==> config.mk <==
export PLATFORM = sky130hd
export DESIGN_NAME = reg_bank_arbiter
export DESIGN_NICKNAME = d
export VERILOG_FILES = /design/src/rtl/reg_bank_pkg.sv /design/src/rtl/rr_arb2.sv /design/src/rtl/reg_bank_arbiter.sv
export SDC_FILE = /design/constraint.sdc
export NUM_CORES = 1
export LEC_CHECK = 0
export ABC_AREA = 1
export CORE_UTILIZATION = 46
export DETAILED_ROUTE_END_ITERATION = 16
export PLACE_DENSITY_LB_ADDON = 0.08
export REMOVE_ABC_BUFFERS = 1
export SYNTH_ARGS = -nofsm -noshare
export SYNTH_HDL_FRONTEND = slang
export SYNTH_SLANG_ARGS = --single-unit
export TNS_END_PERCENT = 10
==> constraint.sdc <==
create_clock -name clk -period 1.5 [get_ports clk]
set_input_delay 0.15 -clock clk [delete_from_list [all_inputs] [get_ports clk]]
set_output_delay 0.15 -clock clk [all_outputs]
set_load 0.05 [all_outputs]
==> src/rtl/reg_bank_pkg.sv <==
// Shared constants and state encoding for the register-bank arbiter.
package reg_bank_pkg;

    localparam int ADDR_W = 4;
    localparam int DATA_W = 4;
    localparam int NREGS  = 2 ** ADDR_W;

    // FSM state encoding
    typedef enum logic [1:0] {
        ST_IDLE   = 2'd0,
        ST_ACCESS = 2'd1,
        ST_RESP   = 2'd2,
        ST_CLEAR  = 2'd3
    } state_t;

    // Requester identifiers used for grant and owner encoding
    localparam logic SIDE_A = 1'b0;
    localparam logic SIDE_B = 1'b1;

endpackage

==> src/rtl/rr_arb2.sv <==
// Two-way round-robin grant selection with a 1-bit priority pointer.
module rr_arb2
    import reg_bank_pkg::*;
(
    input  logic clk,
    input  logic rst,
    input  logic i_reqA,
    input  logic i_reqB,
    input  logic i_upd,
    input  logic i_owner,
    output logic o_grant
);

    logic r_prio;

    // Pointer moves to the side that was not just served
    always_ff @(posedge clk) begin
        if (rst) begin
            r_prio <= SIDE_A;
        end else if (i_upd) begin
            r_prio <= ~i_owner;
        end
    end

    // A lone requester wins outright; a tie goes to the pointer
    always_comb begin
        o_grant = SIDE_A;
        if (i_reqA && i_reqB) begin
            o_grant = r_prio;
        end else if (i_reqB) begin
            o_grant = SIDE_B;
        end
    end

endmodule

==> src/rtl/reg_bank_arbiter.sv <==
// Arbitrates two requesters onto one register bank and runs zeroing sweeps.
module reg_bank_arbiter #(
    parameter int ADDR_W = reg_bank_pkg::ADDR_W,
    parameter int DATA_W = reg_bank_pkg::DATA_W,
    parameter int NREGS  = 2 ** ADDR_W
) (
    input  logic              clk,
    input  logic              rst,
    input  logic              reqA,
    input  logic              weA,
    input  logic [ADDR_W-1:0] addrA,
    input  logic [DATA_W-1:0] wdatA,
    output logic              doneA,
    output logic [DATA_W-1:0] rdatA,
    input  logic              reqB,
    input  logic              weB,
    input  logic [ADDR_W-1:0] addrB,
    input  logic [DATA_W-1:0] wdatB,
    output logic              doneB,
    output logic [DATA_W-1:0] rdatB,
    input  logic              clrStart,
    output logic              busy,
    output logic [ADDR_W-1:0] bankAddrR,
    input  logic [DATA_W-1:0] bankDatR,
    output logic [ADDR_W-1:0] bankAddrW,
    output logic [DATA_W-1:0] bankDatW,
    output logic              bankRegWrite
);

    import reg_bank_pkg::*;

    localparam logic [ADDR_W:0] CNT_LAST = (ADDR_W + 1)'(NREGS - 1);

    state_t            r_state;
    logic              r_owner;
    logic              r_we;
    logic [ADDR_W-1:0] r_addr;
    logic [DATA_W-1:0] r_wdat;
    logic              r_clr_pend;
    logic [ADDR_W:0]   r_cnt;
    logic              r_doneA;
    logic              r_doneB;
    logic [DATA_W-1:0] r_rdatA;
    logic [DATA_W-1:0] r_rdatB;
    logic              w_grant;
    logic              w_upd;

    assign w_upd = (r_state == ST_RESP);

    rr_arb2 u_arb (
        .clk     (clk),
        .rst     (rst),
        .i_reqA  (reqA),
        .i_reqB  (reqB),
        .i_upd   (w_upd),
        .i_owner (r_owner),
        .o_grant (w_grant)
    );

    // Main FSM: clear has priority in IDLE, transactions take ACCESS then RESP
    always_ff @(posedge clk) begin
        if (rst) begin
            r_state    <= ST_IDLE;
            r_owner    <= SIDE_A;
            r_we       <= 1'b0;
            r_addr     <= '0;
            r_wdat     <= '0;
            r_clr_pend <= 1'b0;
            r_cnt      <= '0;
            r_doneA    <= 1'b0;
            r_doneB    <= 1'b0;
            r_rdatA    <= '0;
            r_rdatB    <= '0;
        end else begin
            r_doneA <= 1'b0;
            r_doneB <= 1'b0;
            case (r_state)
                ST_IDLE: begin
                    if (clrStart || r_clr_pend) begin
                        r_state    <= ST_CLEAR;
                        r_cnt      <= '0;
                        r_clr_pend <= 1'b0;
                    end else if (reqA || reqB) begin
                        r_state <= ST_ACCESS;
                        r_owner <= w_grant;
                        r_we    <= (w_grant == SIDE_B) ? weB   : weA;
                        r_addr  <= (w_grant == SIDE_B) ? addrB : addrA;
                        r_wdat  <= (w_grant == SIDE_B) ? wdatB : wdatA;
                    end
                end
                ST_ACCESS: begin
                    if (clrStart) begin
                        r_clr_pend <= 1'b1;
                    end
                    // Read data is captured only for reads; writes keep the old value
                    if (!r_we) begin
                        if (r_owner == SIDE_B) begin
                            r_rdatB <= bankDatR;
                        end else begin
                            r_rdatA <= bankDatR;
                        end
                    end
                    r_state <= ST_RESP;
                end
                ST_RESP: begin
                    if (clrStart) begin
                        r_clr_pend <= 1'b1;
                    end
                    if (r_owner == SIDE_B) begin
                        r_doneB <= 1'b1;
                    end else begin
                        r_doneA <= 1'b1;
                    end
                    r_state <= ST_IDLE;
                end
                ST_CLEAR: begin
                    if (r_cnt == CNT_LAST) begin
                        r_cnt   <= '0;
                        r_state <= ST_IDLE;
                    end else begin
                        r_cnt <= r_cnt + 1'b1;
                    end
                end
                default: r_state <= ST_IDLE;
            endcase
        end
    end

    // Bank port is driven only in ACCESS and CLEAR, otherwise held at zero
    always_comb begin
        bankAddrR    = '0;
        bankAddrW    = '0;
        bankDatW     = '0;
        bankRegWrite = 1'b0;
        case (r_state)
            ST_ACCESS: begin
                bankAddrR    = r_addr;
                bankAddrW    = r_addr;
                bankDatW     = r_wdat;
                bankRegWrite = r_we;
            end
            ST_CLEAR: begin
                bankAddrR    = r_cnt[ADDR_W-1:0];
                bankAddrW    = r_cnt[ADDR_W-1:0];
                bankRegWrite = 1'b1;
            end
            default: ;
        endcase
    end

    assign busy  = (r_state != ST_IDLE);
    assign doneA = r_doneA;
    assign doneB = r_doneB;
    assign rdatA = r_rdatA;
    assign rdatB = r_rdatB;

endmodule

==> results.py <==
metrics = {
    "grt": {
        "grt_pass1_vias": 1445,
        "grt_pass1_wl_um": 6168,
        "grt.overflow.total": 0,
        "antenna_found_initial": 0,
        "grt_max_degree": 24,
        "grt_usage_pct": 22.81,
    },
    "die": {
        "core_um2": 3153,
        "dieArea_um2": 3660,
        "row_count": 20,
        "die_w_um": 60.50,
        "die_h_um": 60.50,
        "start_util_pct": 49.92,
        "ios": 51,
    },
    "layout": {
        "fillCellCount": 233,
        "fin_cells": 339,
        "multiInputGateArea_um2": 890.9,
        "drive_gt1_share_pct": 28.47,
        "nNetsFinal": 328,
        "diodes": 0,
        "design_area_um2": 2516,
        "area.growth.synth_to_final_pct": 59.86,
        "final-seq-area_um2": 588.1,
    },
    "clock_tree": {
        "clkSlewWorstSetupHoldPaths_ns": 0.10,
        "clkLatencyLatePin_ns": 0.33,
        "cts_tree": "done",
        "cts_buffers": 5,
        "cts_sinks": 29,
        "cts_buffer_depth": 2,
        "htreeDepth": 2,
        "cts_root_buffer": "clkbuf_4",
        "ctsHoldBuffers": 0,
    },
    "pwr": {
        "leakagePower_nw": 1.144,
        "irDropWorstVdd_uv": 1125,
        "cellPowerDensity_nw_per_um2": 1663,
    },
    "placed_design": {
        "placed_area_um2": 2306,
        "hpwl_um": 2809,
        "dp_cells": 330,
        "place_congestion": 0.9012,
        "port_buffers": 50,
    },
    "detailed_routing": {
        "via_per_inst": 4.761,
        "drtIter0Drc": 78,
        "ant_nets": 0,
        "drc": 0,
        "vias": 1614,
        "routed_wl_um": 3947,
        "wl_per_cell_um": 11.64,
        "drtPass1Iterations": 4,
    },
    "run_status": {
        "violations": "setup timing",
        "status": "finished with violations",
    },
    "critical_path": {
        "path_max_fanout": 5,
        "critical-path-slowest-cell": "dfxtp_4",
        "arrival_ns": 1.56,
        "crit_required_ns": 1.35,
        "worstSetupEndpointType": "output port",
        "worst_setup_path_start_kind": "flip-flop",
        "crit_chain": "ha_4 > nand2_1 > o21ai_1 > buf_12",
        "path_buf_inv": 1,
        "path_class": "flip-flop to output port",
        "crit_family": "flip-flops",
        "cp_slowest_stage_delay_ns": 0.43,
    },
    "sta": {
        "drv_slew": 0,
        "layout_setup_ws_ns": -0.2133,
        "rsz0062_at_grt": "yes",
        "fmax_mhz": 583.7,
        "final-setup-viol-count": 14,
        "relSlewSlack_pct": 69.72,
        "min_period_ns": 1.713,
        "hold_viol_final": 0,
        "finalCritPeriodShare_pct": 114.2,
        "hold_ws_ns": 0.4191,
        "fin_worst_skew_ns": 0.01141,
        "worst_slew_pin_slew_ns": 0.4512,
        "tns_ns": -1.750,
    },
    "min_path": {
        "worstHoldPathType": "input port to flip-flop",
    },
    "logic_synthesis": {
        "synth_cell_type_count": 26,
        "yosys_warnings": 0,
        "yosysSeqAreaShare_pct": 36.88,
        "synth_area_um2": 1574,
        "synthCells": 229,
        "syn_avg_cell_area_um2": 6.873,
        "synth-seq-cells": 29,
    },
    "run": {
        "maxCapViolCount": 0,
    },
}
[final timing paths]
kind | startpoint | end | slack, ns | cells after the start
hold / removal | bankDatR[1] | rdatB[1] | 0.42 | 3
hold reg to reg | r_cnt[4] | r_cnt[4] | 0.45 | 2
setup reg to reg | r_state[0] | r_addr[1] | 0.09 | 7
setup / recovery | r_state[0] | bankAddrW[1] | -0.21 | 4
[layout by cell type (no fill, tap or decap), drive strengths merged, types with 3 or more instances in the layout]
master,Yosys,routed
inv,32,32
nand2,44,44
ha,7,7
nor3,3,3
clkbuf,2,6
nor2,59,59
o21ai,25,25
nand3,9,9
a21oi,8,8
buf,7,41
dfxtp,29,29
clkdlybuf4s50,0,26
[Yosys cell counts]
library cell	instances	area, um^2
nor2_1	54	202.7
nand2_1	41	153.9
inv_1	31	116.4
dfxtp_1	29	580.6
o21ai_0	15	75.07
nand3_1	9	45.04
o21ai_1	9	45.04
a21oi_1	8	40.04
ha_1	7	87.58
buf_4	5	37.54
clkbuf_1	2	7.510
nand2_4	2	22.52
nor2_2	2	12.51
nor2_4	2	22.52
nor3_2	2	20.02
a211oi_1	1	7.510
buf_6	1	11.26
buf_8	1	15.01
inv_2	1	3.750
nand2_2	1	6.260
nand4_1	1	6.260
nor2_8	1	20.02
nor3_1	1	5.000
o21ai_4	1	16.27
o31ai_1	1	7.510
or2_2	1	6.260
[state kept, by name (all words and copies together) (netlist names), 2 cells and up]
| register | count |
|---|---|
| r_addr | 4 |
| r_state | 2 |
| rdatB | 4 |
| r_wdat | 4 |
| r_cnt | 5 |
| rdatA | 4 |
[final cells by class]
class | count | area share [%]
multi-input cells | 159 | 35.41
repair buffers | 67 | 30.63
inverters | 32 | 4.873
flip-flops and latches | 29 | 23.37
clock buffers | 6 | 2.039
clock inverters | 2 | 1.492
well taps | 44 | 2.188
[cells by family (layout without fill, tap and decap cells)]
logic type / count (synthesis) / after routing / share of synthesized area [%]
and+or+nand+nor: 117 / 117 / 33.23
buffers and inverters: 41 / 107 / 12.16
AOI/OAI and AO/OA: 35 / 35 / 12.16
DFF: 29 / 29 / 36.88
adders and majority gates: 7 / 7 / 5.564
[report_power, final]
part           switching [mW]  total, mW  internal, mW
sequential              0.176       1.15         0.970
combinational            1.34       2.35          1.01
clock                   0.293      0.689         0.396
total                    1.81       4.19          2.38
[per-layer routing]
metal | GRT usage (%) | vias to the layer above | routed length (um)
met4 | 7.468 | 0 | 82
met1 | 26.01 | 716 | 1766
met5 | 0 | - | 0
li1 | - | 840 | -
met2 | 40.97 | 46 | 1941
met3 | 6.397 | 12 | 157
[timing repair]
action	4_1_cts	5_1_grt
setup endpoints to repair	17	20
resized for setup	27	11
endpoints found under the hold margin	0	0
pin swaps	0	3
buffers inserted	0	1
[per-stage QoR]
step | worst slack [ns] | total power, mW | utilization (%)
3_5_place_dp | -0.1105 | 3.194 | 73.13
4_1_cts | -0.2327 | 4.048 | 78.57
2_1_floorplan | -1.679 | 2.308 | -
6_report | -0.2133 | 4.185 | 79.80
3_3_place_gp | -0.05848 | 3.181 | 73.13
5_1_grt | -0.2603 | 4.425 | 79.80
[worst reg2reg max path, delay by kind of cell (launching register included)]
kind,cells,cell delay (ns)
flip-flops,1,0.40
adder cells (fa/ha/maj),1,0.19
buffers and inverters,1,0.15
AND/OR/NAND/NOR,5,0.59
(Power assumes the default switching activity.)
